## config.mk

```make
export PLATFORM = sky130hd
export DESIGN_NAME = rps_match_scorer_flat
export DESIGN_NICKNAME = d
export VERILOG_FILES = /design/src/rtl/rps_match_scorer_if.sv /design/src/rtl/rps_match_scorer.sv /design/src/flat_wrapper.sv
export SDC_FILE = /design/constraint.sdc
export NUM_CORES = 1
export LEC_CHECK = 0
export CORE_MARGIN = 8
export CORE_UTILIZATION = 57
export CTS_CLUSTER_DIAMETER = 200
export DETAILED_ROUTE_END_ITERATION = 6
export GPL_TIMING_DRIVEN = 0
export PLACE_DENSITY = 0.85
export SLEW_MARGIN = 5
export SYNTH_ARGS = -nofsm -noshare
export SYNTH_HDL_FRONTEND = slang
export SYNTH_SLANG_ARGS = --single-unit
```

## constraint.sdc

```tcl
create_clock -name i_clk -period 3.7 [get_ports i_clk]
set_input_delay 0.74 -clock i_clk [delete_from_list [all_inputs] [get_ports i_clk]]
set_output_delay 0.74 -clock i_clk [all_outputs]
set_load 0.005 [all_outputs]
```

## src/rtl/rps_match_scorer_if.sv

```systemverilog
// Computer-player handshake: the source holds com_choice with com_valid until the registered com_ack.
// The master drives the choice and valid; the slave (the scorer) returns the ack.
interface rps_match_scorer_if;
  logic [1:0] com_choice;
  logic       com_valid;
  logic       com_ack;

  modport master (output com_choice, output com_valid, input com_ack);
  modport slave  (input com_choice, input com_valid, output com_ack);
endinterface

```

## src/rtl/rps_match_scorer.sv

```systemverilog
// Rock-paper-scissors round judge and match scorer; play edge -> WAIT_COM next cycle, valid at M -> ack/JUDGE at M+1, results at M+2.
// The computer source is held off by a registered ack; play edges outside IDLE are dropped, and clear_match overrides everything.
module rps_match_scorer #(
  parameter int SCORE_W     = 8,
  parameter int ROUND_W     = 8,
  parameter int WIN_TARGET  = 0,
  parameter int SATURATE    = 1,
  parameter int COM_TIMEOUT = 255
) (
  input  logic                 i_clk,
  input  logic                 i_rst,
  input  logic                 i_play_req,
  input  logic                 i_clear_match,
  input  logic [1:0]           i_user_choice,
  rps_match_scorer_if.slave    com_if,
  output logic                 o_busy,
  output logic [1:0]           o_user_loaded,
  output logic [1:0]           o_com_loaded,
  output logic                 o_uwin,
  output logic                 o_cwin,
  output logic                 o_equ,
  output logic [SCORE_W-1:0]   o_user_score,
  output logic [SCORE_W-1:0]   o_com_score,
  output logic [SCORE_W-1:0]   o_draw_count,
  output logic [ROUND_W-1:0]   o_round_count,
  output logic                 o_match_over,
  output logic [1:0]           o_match_winner,
  output logic                 o_err_invalid,
  output logic                 o_err_timeout
);

  localparam int CTR_W = $clog2(COM_TIMEOUT + 1);
  localparam logic [SCORE_W-1:0] TARGET = SCORE_W'(WIN_TARGET);
  localparam logic [CTR_W-1:0]   CTR_LAST = CTR_W'(COM_TIMEOUT - 1);
  localparam logic [1:0] CH_INVALID = 2'b11;

  typedef enum logic [1:0] {S_IDLE, S_WAIT_COM, S_JUDGE, S_MATCH_OVER} state_t;

  state_t               r_state, w_state_nxt;
  logic                 r_play_d;
  logic [CTR_W-1:0]     r_ctr, w_ctr_nxt;
  logic [1:0]           r_user_sel, w_user_sel_nxt;
  logic [1:0]           r_com_sel, w_com_sel_nxt;
  logic                 r_com_ack, w_com_ack_nxt;
  logic [1:0]           r_user_loaded, w_user_loaded_nxt;
  logic [1:0]           r_com_loaded, w_com_loaded_nxt;
  logic                 r_uwin, w_uwin_nxt;
  logic                 r_cwin, w_cwin_nxt;
  logic                 r_equ, w_equ_nxt;
  logic [SCORE_W-1:0]   r_user_score, w_user_score_nxt;
  logic [SCORE_W-1:0]   r_com_score, w_com_score_nxt;
  logic [SCORE_W-1:0]   r_draw_count, w_draw_count_nxt;
  logic [ROUND_W-1:0]   r_round_count, w_round_count_nxt;
  logic [1:0]           r_match_winner, w_match_winner_nxt;
  logic                 r_err_invalid, w_err_invalid_nxt;
  logic                 r_err_timeout, w_err_timeout_nxt;
  logic                 w_play_edge;
  logic                 w_user_beats;

  function automatic logic [SCORE_W-1:0] f_bump(input logic [SCORE_W-1:0] v);
    if ((SATURATE != 0) && (&v)) return v;
    return v + SCORE_W'(1);
  endfunction

  assign w_play_edge  = i_play_req & ~r_play_d;
  assign w_user_beats = ((r_user_sel == 2'b00) && (r_com_sel == 2'b01)) ||
                        ((r_user_sel == 2'b01) && (r_com_sel == 2'b10)) ||
                        ((r_user_sel == 2'b10) && (r_com_sel == 2'b00));

  always_comb begin
    w_state_nxt        = r_state;
    w_ctr_nxt          = r_ctr;
    w_user_sel_nxt     = r_user_sel;
    w_com_sel_nxt      = r_com_sel;
    w_com_ack_nxt      = 1'b0;
    w_user_loaded_nxt  = r_user_loaded;
    w_com_loaded_nxt   = r_com_loaded;
    w_uwin_nxt         = r_uwin;
    w_cwin_nxt         = r_cwin;
    w_equ_nxt          = r_equ;
    w_user_score_nxt   = r_user_score;
    w_com_score_nxt    = r_com_score;
    w_draw_count_nxt   = r_draw_count;
    w_round_count_nxt  = r_round_count;
    w_match_winner_nxt = r_match_winner;
    w_err_invalid_nxt  = 1'b0;
    w_err_timeout_nxt  = 1'b0;

    if (i_clear_match) begin
      w_state_nxt        = S_IDLE;
      w_ctr_nxt          = '0;
      w_user_sel_nxt     = '0;
      w_com_sel_nxt      = '0;
      w_user_loaded_nxt  = '0;
      w_com_loaded_nxt   = '0;
      w_uwin_nxt         = 1'b0;
      w_cwin_nxt         = 1'b0;
      w_equ_nxt          = 1'b0;
      w_user_score_nxt   = '0;
      w_com_score_nxt    = '0;
      w_draw_count_nxt   = '0;
      w_round_count_nxt  = '0;
      w_match_winner_nxt = '0;
    end else begin
      case (r_state)
        S_IDLE: begin
          if (w_play_edge) begin
            w_user_sel_nxt = i_user_choice;
            if (i_user_choice == CH_INVALID) begin
              w_err_invalid_nxt = 1'b1;
            end else begin
              w_ctr_nxt   = '0;
              w_state_nxt = S_WAIT_COM;
            end
          end
        end
        S_WAIT_COM: begin
          if (com_if.com_valid) begin
            w_com_ack_nxt = 1'b1;
            w_com_sel_nxt = com_if.com_choice;
            if (com_if.com_choice == CH_INVALID) begin
              w_err_invalid_nxt = 1'b1;
              w_state_nxt       = S_IDLE;
            end else begin
              w_state_nxt = S_JUDGE;
            end
          end else if (r_ctr == CTR_LAST) begin
            w_err_timeout_nxt = 1'b1;
            w_state_nxt       = S_IDLE;
          end else begin
            w_ctr_nxt = r_ctr + CTR_W'(1);
          end
        end
        S_JUDGE: begin
          w_user_loaded_nxt = r_user_sel;
          w_com_loaded_nxt  = r_com_sel;
          w_uwin_nxt        = 1'b0;
          w_cwin_nxt        = 1'b0;
          w_equ_nxt         = 1'b0;
          if (r_user_sel == r_com_sel) begin
            w_equ_nxt        = 1'b1;
            w_draw_count_nxt = f_bump(r_draw_count);
          end else if (w_user_beats) begin
            w_uwin_nxt       = 1'b1;
            w_user_score_nxt = f_bump(r_user_score);
          end else begin
            w_cwin_nxt      = 1'b1;
            w_com_score_nxt = f_bump(r_com_score);
          end
          w_round_count_nxt = r_round_count + ROUND_W'(1);
          w_state_nxt       = S_IDLE;
          // Only one score moves per round, so at most one side can hit the target here.
          if (WIN_TARGET != 0) begin
            if (w_user_score_nxt == TARGET) begin
              w_state_nxt        = S_MATCH_OVER;
              w_match_winner_nxt = 2'b01;
            end else if (w_com_score_nxt == TARGET) begin
              w_state_nxt        = S_MATCH_OVER;
              w_match_winner_nxt = 2'b10;
            end
          end
        end
        S_MATCH_OVER: w_state_nxt = S_MATCH_OVER;
        default:      w_state_nxt = S_IDLE;
      endcase
    end
  end

  always_ff @(posedge i_clk or posedge i_rst) begin
    if (i_rst) begin
      r_state        <= S_IDLE;
      r_play_d       <= 1'b0;
      r_ctr          <= '0;
      r_user_sel     <= '0;
      r_com_sel      <= '0;
      r_com_ack      <= 1'b0;
      r_user_loaded  <= '0;
      r_com_loaded   <= '0;
      r_uwin         <= 1'b0;
      r_cwin         <= 1'b0;
      r_equ          <= 1'b0;
      r_user_score   <= '0;
      r_com_score    <= '0;
      r_draw_count   <= '0;
      r_round_count  <= '0;
      r_match_winner <= '0;
      r_err_invalid  <= 1'b0;
      r_err_timeout  <= 1'b0;
    end else begin
      r_state        <= w_state_nxt;
      r_play_d       <= i_play_req;
      r_ctr          <= w_ctr_nxt;
      r_user_sel     <= w_user_sel_nxt;
      r_com_sel      <= w_com_sel_nxt;
      r_com_ack      <= w_com_ack_nxt;
      r_user_loaded  <= w_user_loaded_nxt;
      r_com_loaded   <= w_com_loaded_nxt;
      r_uwin         <= w_uwin_nxt;
      r_cwin         <= w_cwin_nxt;
      r_equ          <= w_equ_nxt;
      r_user_score   <= w_user_score_nxt;
      r_com_score    <= w_com_score_nxt;
      r_draw_count   <= w_draw_count_nxt;
      r_round_count  <= w_round_count_nxt;
      r_match_winner <= w_match_winner_nxt;
      r_err_invalid  <= w_err_invalid_nxt;
      r_err_timeout  <= w_err_timeout_nxt;
    end
  end

  assign com_if.com_ack = r_com_ack;
  assign o_busy         = (r_state == S_WAIT_COM) || (r_state == S_JUDGE);
  assign o_match_over   = (r_state == S_MATCH_OVER);
  assign o_user_loaded  = r_user_loaded;
  assign o_com_loaded   = r_com_loaded;
  assign o_uwin         = r_uwin;
  assign o_cwin         = r_cwin;
  assign o_equ          = r_equ;
  assign o_user_score   = r_user_score;
  assign o_com_score    = r_com_score;
  assign o_draw_count   = r_draw_count;
  assign o_round_count  = r_round_count;
  assign o_match_winner = r_match_winner;
  assign o_err_invalid  = r_err_invalid;
  assign o_err_timeout  = r_err_timeout;

endmodule

```

## src/flat_wrapper.sv

```systemverilog
// flat-port wrapper written by rule: the top's interface ports become plain ports
module rps_match_scorer_flat 
#(
  parameter int SCORE_W     = 8,
  parameter int ROUND_W     = 8,
  parameter int WIN_TARGET  = 0,
  parameter int SATURATE    = 1,
  parameter int COM_TIMEOUT = 255
)
  (i_clk, i_rst, i_play_req, i_clear_match, i_user_choice, o_busy, o_user_loaded, o_com_loaded, o_uwin, o_cwin, o_equ, o_user_score, o_com_score, o_draw_count, o_round_count, o_match_over, o_match_winner, o_err_invalid, o_err_timeout, com_if_com_choice, com_if_com_valid, com_if_com_ack);
  rps_match_scorer_if com_if_i ();
  input  logic i_clk;
  input  logic i_rst;
  input  logic i_play_req;
  input  logic i_clear_match;
  input  logic [1:0] i_user_choice;
  output logic o_busy;
  output logic [1:0] o_user_loaded;
  output logic [1:0] o_com_loaded;
  output logic o_uwin;
  output logic o_cwin;
  output logic o_equ;
  output logic [SCORE_W-1:0] o_user_score;
  output logic [SCORE_W-1:0] o_com_score;
  output logic [SCORE_W-1:0] o_draw_count;
  output logic [ROUND_W-1:0] o_round_count;
  output logic o_match_over;
  output logic [1:0] o_match_winner;
  output logic o_err_invalid;
  output logic o_err_timeout;
  input wire logic [$bits(com_if_i.com_choice)-1:0] com_if_com_choice;
  input wire logic [$bits(com_if_i.com_valid)-1:0] com_if_com_valid;
  output wire logic [$bits(com_if_i.com_ack)-1:0] com_if_com_ack;
  assign com_if_i.com_choice = com_if_com_choice;
  assign com_if_i.com_valid = com_if_com_valid;
  assign com_if_com_ack = com_if_i.com_ack;
  rps_match_scorer #(.SCORE_W(SCORE_W), .ROUND_W(ROUND_W), .WIN_TARGET(WIN_TARGET), .SATURATE(SATURATE), .COM_TIMEOUT(COM_TIMEOUT)) u_core (.i_clk(i_clk), .i_rst(i_rst), .i_play_req(i_play_req), .i_clear_match(i_clear_match), .i_user_choice(i_user_choice), .com_if(com_if_i), .o_busy(o_busy), .o_user_loaded(o_user_loaded), .o_com_loaded(o_com_loaded), .o_uwin(o_uwin), .o_cwin(o_cwin), .o_equ(o_equ), .o_user_score(o_user_score), .o_com_score(o_com_score), .o_draw_count(o_draw_count), .o_round_count(o_round_count), .o_match_over(o_match_over), .o_match_winner(o_match_winner), .o_err_invalid(o_err_invalid), .o_err_timeout(o_err_timeout));
endmodule
```

* Word-level counts from Yosys, hierarchy flattened
Cells that the tools add are included.
** Operators by class
- Muxes and demuxes :: 77
- Multipliers :: 0
- Divide/modulo/power cells :: 0
- Equality and inequality tests :: 21
- Reductions and logical operators :: 27
- Magnitude comparators :: 0
- Add/sub/neg operators :: 5
- Shift-type cells :: 0
- Bitwise gates (word level) :: 2
** Operators by type and width (number)
- $mux W8 :: 21
- $add A8 B1 Y8 const B :: 5
- $mux W1 :: 37
- $mux W2 :: 16
- $reduce_and A8 Y1 :: 3
- $ne A3 B3 Y1 const B :: 6
- $pmux W8 S2 :: 1
- $reduce_bool A2 Y1 :: 7
- $eq A2 B2 Y1 const B :: 6
- $eq A8 B8 Y1 const B :: 1
- $pmux W2 S4 :: 1
- $reduce_and A4 Y1 :: 2
- $eq A2 B1 Y1 const B :: 3
- $logic_not A2 Y1 :: 3
- $reduce_and A3 Y1 :: 2
- $reduce_and A5 Y1 :: 1
- $ne A2 B2 Y1 const B :: 2
- $ne A4 B3 Y1 const B :: 1
- $reduce_and A2 Y1 :: 2
- $logic_and A1 B1 Y1 :: 3
- $logic_or A1 B1 Y1 :: 3
- $ne A3 B2 Y1 const B :: 1
- $reduce_bool A3 Y1 :: 1
- $eq A2 B2 Y1 :: 1
- 3 further kinds :: 3
** Word-level totals
- Word-level logic and storage cells :: 149
- Memory bits (read-only) :: 0
- Flip-flop bits (word level) :: 57
- RAM bits :: 0
- Latch bits :: 0
- Input bits :: 9
- Output and inout bits :: 46
- Memories :: 0

* Depth between registers and ports, before layout
- Word-level depth :: 13
- Mapped depth :: 8
- Mapped depth without buffers :: 6

* Worst setup path before layout
Ideal clock, no wire load.
- Path type :: input -> register
- From :: input port i_play_req
- To :: register u_core.r_ctr[4]
- Data arrival time :: 1.778 ns
- Library setup time :: 0.126 ns
- Setup slack :: 1.796 ns
- Stages on the path :: 4
- Cells stage by stage :: nor2b_1 > a211oi_2 > nor3_1 > a221o_1
** On the way
- Longest elaborated chain between the ends :: 3
** RTL lines
- start: declaration :: RTL line flat_wrapper.sv:14 : input logic i_play_req;
- $and A1 B1 Y1 :: RTL line rps_match_scorer.sv:65 : assign w_play_edge = i_play_req & ~r_play_d;
- $ne A3 B2 Y1 (no source line)
- $reduce_and A5 Y1 (no source line)
- end signal: assignment :: RTL line rps_match_scorer.sv:192 : r_ctr <= w_ctr_nxt;
- end: declaration :: RTL line rps_match_scorer.sv:41 : logic [CTR_W-1:0] r_ctr, w_ctr_nxt;
Every way passes these cells.
A chain may end at the register's enable or synchronous reset.

* Worst setup path after layout
- From :: input port i_clear_match
- To :: register u_core.r_ctr[6]
** On the way
- Longest elaborated chain between the ends :: 2
- Elaborated cells on any way between the ends :: 7
- Those cells by class :: eq/ne (4); mux (1); reduce/logical (2)
** RTL lines
- start: declaration :: RTL line flat_wrapper.sv:15 : input logic i_clear_match;
- $ne A3 B3 Y1 (no source line) (tied with other cells)
- $reduce_and A5 Y1 (no source line)
Several ways; a longest one is shown, not always the timed one.

==> impl_metrics.env <==
export IMPL_status="complete, no violations"
export IMPL_htree_num_levels=3
export IMPL_worst_setup_path_start_kind="primary input"
export IMPL_core_area_sq_um=5440
export IMPL_synth_edff_count=0
export IMPL_tightest_slew_ps=659
export IMPL_synth_mux_area_frac=0.0562
export IMPL_synthSimpleGateAreaFrac=0.237
export IMPL_grt_max_degree=38
export IMPL_worstSetupEndpoint="u_core.r_ctr[6]$_DFFE_PP0P_"
export IMPL_nNetsFinal=408
export IMPL_drc=0
export IMPL_synth_adder_area_share=0.0396
export IMPL_arrival_ps=2720
export IMPL_maxCapViolCount=0
export IMPL_die_h_um=90.5
export IMPL_ys_types=55
export IMPL_clock_sinks=57
export IMPL_antenna_found_initial=0
export IMPL_period_share=0.660
export IMPL_worst_setup_path_end_kind="flop"
export IMPL_ios=55
export IMPL_hpwl_um=5580
export IMPL_hold_class="reg -> reg"
export IMPL_place_ws_ps=911
export IMPL_synth_xor_area_frac=0.0321
export IMPL_die_area_sq_um=8180
export IMPL_cpPeakStageDelay_ps=550
export IMPL_synthToLayoutAreaGrowth_pct=26.9
export IMPL_wl_um=7720
export IMPL_crit_type="in -> reg"
export IMPL_grt_pass1_vias=2784
export IMPL_grt_pass1_wl_um=13000
export IMPL_dpl_cell_area_sq_um=3790
export IMPL_viasPerCell=6.09
export IMPL_slew_violations=0
export IMPL_diodes=0
export IMPL_ctsHoldBuffers=0
export IMPL_drt_iter0_drc=237
export IMPL_worst_endpoint_required_ps=3980
export IMPL_slew_headroom=0.557
export IMPL_syn_area_sq_um=3160
export IMPL_syn_area_per_cell_sq_um=9.75
export IMPL_slowest_stage="nor3_1"
export IMPL_rows=27
export IMPL_synth_top_family_by_area="simple AND/OR/NAND/NOR gates"
export IMPL_power_density_nw_per_um2=389
export IMPL_period_needed_ps=2440
export IMPL_synth_compound_area_frac=0.138
export IMPL_globalplace_congestion=0.878
export IMPL_syn_inst=324
export IMPL_ant_nets=0
export IMPL_seq_area_frac_synth=0.451
export IMPL_ys_warn_count=0
export IMPL_cp_max_fo=7
export IMPL_vias=2837
export IMPL_post_cts_resized=0
export IMPL_multi_input_area_sq_um=1600
export IMPL_routedWlPerCell_um=16.6
export IMPL_path_cells="clkdlybuf4s50_1, nor2b_1, nand2b_1, nor3_1, a221o_1"
export IMPL_n_fill_cell=413
export IMPL_reg2reg_from="u_core.r_state[1]$_DFFE_PP0P_"
export IMPL_initial_core_util=0.581
export IMPL_rsz0062_at_grt="no"
export IMPL_cts_setup_buffers=0
export IMPL_hold_ws_ps=534
export IMPL_clk_path_buf_depth=2
export IMPL_clk_pin_slew_worst_paths_ps=70
export IMPL_r2r_cells=6
export IMPL_clk_latency_ps=340
export IMPL_globalRouteTotalUtil=0.193
export IMPL_fp_dieW_um=90.5
export IMPL_finalSetupViolCount=0
export IMPL_drt_pass1_iter_count=5
export IMPL_max_freq_mhz=410
export IMPL_power_w=0.00156
export IMPL_synthArstFlopShare=1.00
export IMPL_startpoint="i_clear_match"
export IMPL_cts_root_buf="clkbuf_8"
export IMPL_cts_tree="yes"
export IMPL_numPortBuffers=52
export IMPL_seq_area_sq_um=1430
export IMPL_drive_gt1_frac=0.104
export IMPL_synth_seq_cells=57
export IMPL_synth_main_ff_cell="dfrtp_1"
export IMPL_finalClockSkew_ps=9.49
export IMPL_tns_ps=0
export IMPL_reg2reg_to="u_core.r_ctr[6]$_DFFE_PP0P_"
export IMPL_r2r_slack_ps=1570
export IMPL_leakage_nw=1.69
export IMPL_cts_buffers=9
export IMPL_vdd_drop_max_uv=277
export IMPL_finalInstanceArea_sq_um=4010
export IMPL_grt_ovfl_total=0
export IMPL_hold_violations=0
export IMPL_worst_slack_ps=1260
## worst min-delay path by stage
| stage | start | end | cells after the start |
|---|---|---|---|
| 2_1_floorplan | u_core.r_ctr[7]$_DFFE_PP0P_ | u_core.r_ctr[7]$_DFFE_PP0P_ | 1 |
| 3_3_place_gp | u_core.o_user_loaded[0]$_DFFE_PP0N_ | u_core.o_user_loaded[0]$_DFFE_PP0N_ | 2 |
| 3_5_place_dp | u_core.o_user_loaded[0]$_DFFE_PP0N_ | u_core.o_user_loaded[0]$_DFFE_PP0N_ | 2 |
| 4_1_cts | u_core.o_user_loaded[0]$_DFFE_PP0N_ | u_core.o_user_loaded[0]$_DFFE_PP0N_ | 2 |
| 5_1_grt | u_core.o_user_loaded[0]$_DFFE_PP0N_ | u_core.o_user_loaded[0]$_DFFE_PP0N_ | 2 |
| 6_report | u_core.o_user_loaded[0]$_DFFE_PP0N_ | u_core.o_user_loaded[0]$_DFFE_PP0N_ | 2 |
## critical path, delay by kind of cell
family | cells | cell delay, ps
AND/OR/NAND/NOR | 3 | 1170
AO/OA/AOI/OAI | 1 | 270
buffers and inverters | 1 | 540
## cells by family after synthesis
kind of cell / count (synthesis)
AND/OR/NAND/NOR: 138
AO/OA/AOI/OAI: 62
flip-flops: 57
buffers and inverters: 30
multiplexers: 17
adder cells (fa/ha/maj): 10
XOR/XNOR: 9
other: 1
## where the power goes
| group | internal, W | switching [W] | total [W] |
|---|---|---|---|
| sequential | 0.000643 | 0.0000230 | 0.000666 |
| combinational | 0.000108 | 0.000165 | 0.000273 |
| clock | 0.000365 | 0.000256 | 0.000621 |
## layer usage
layer  GRT usage  vias to the layer above  share of wire
li1            -                     1318              -
met2       0.320                      105           0.50
met5           0                        -              0
met3      0.0582                       18          0.058
met4      0.0902                        0          0.020
met1       0.223                     1396           0.42
## state kept, by name, indices dropped and copies added, names as in the netlist, 2 cells and up
name                  cells
u_core.o_user_score       8
u_core.o_draw_count       8
u_core.r_user_sel         2
u_core.o_user_loaded      2
u_core.o_com_score        8
u_core.o_round_count      8
u_core.r_state            2
u_core.r_com_sel          2
u_core.r_ctr              8
u_core.o_com_loaded       2
## cells in the final DEF, fill, tap and decap left out, types with 4 or more instances in the layout
| cell | instances |
|---|---|
| xor2_1 | 4 |
| clkbuf_8 | 12 |
| or4_1 | 8 |
| nor2_1 | 25 |
| o21ai_0 | 9 |
| clkdlybuf4s50_1 | 52 |
| nor4_1 | 9 |
| mux2_2 | 5 |
| ha_1 | 10 |
| nand2b_1 | 4 |
| a21o_1 | 4 |
| o31ai_1 | 8 |
| or3_1 | 6 |
| mux2i_1 | 11 |
| buf_4 | 4 |
| clkbuf_1 | 6 |
| nand4_1 | 11 |
| nand3_1 | 15 |
| nor3_1 | 10 |
| a21oi_1 | 18 |
| inv_1 | 12 |
| nand2_1 | 24 |
| dfrtp_1 | 57 |
| and3_1 | 6 |
| nor2b_1 | 8 |
## cell type report
| type | instances | area share |
|---|---|---|
| buffer | 17 | 0.0225 |
| clock buffer | 12 | 0.0412 |
| clock inverter | 4 | 0.0125 |
| inverter | 13 | 0.0122 |
| multi-input combinational | 238 | 0.399 |
| sequential | 57 | 0.356 |
| tap | 72 | 0.0225 |
| timing repair buffer | 53 | 0.135 |
## stage by stage
step,utilization,std cells
after floorplan,-,325
after CTS,0.737,466
final,0.737,466
after detailed placement,0.697,450
after global routing,0.737,466
after global placement,0.694,449
## synth_stat cells (all sizes together), types with 2 or more instances
master | number | share of area
a2111oi | 2 | 0.0055
a211o | 2 | 0.0055
a211oi | 2 | 0.0063
a21o | 4 | 0.0095
a21oi | 18 | 0.029
a221o | 3 | 0.0095
a22o | 2 | 0.0055
and2 | 2 | 0.0040
and3 | 6 | 0.012
and4 | 2 | 0.0055
buf | 11 | 0.021
clkbuf | 6 | 0.0071
dfrtp | 57 | 0.45
ha | 10 | 0.040
inv | 13 | 0.015
mux2 | 6 | 0.021
mux2i | 11 | 0.035
nand2 | 24 | 0.029
nand2b | 4 | 0.0079
nand3 | 15 | 0.024
nand4 | 11 | 0.022
nor2 | 25 | 0.030
nor2b | 8 | 0.016
nor3 | 10 | 0.016
nor4 | 10 | 0.022
o211ai | 3 | 0.0071
o21ai | 9 | 0.014
o311ai | 2 | 0.0055
o31ai | 8 | 0.019
or3 | 7 | 0.015
or4 | 8 | 0.019
xnor2 | 2 | 0.0055
xor2 | 7 | 0.027
Power figures use the tool's default switching activity.
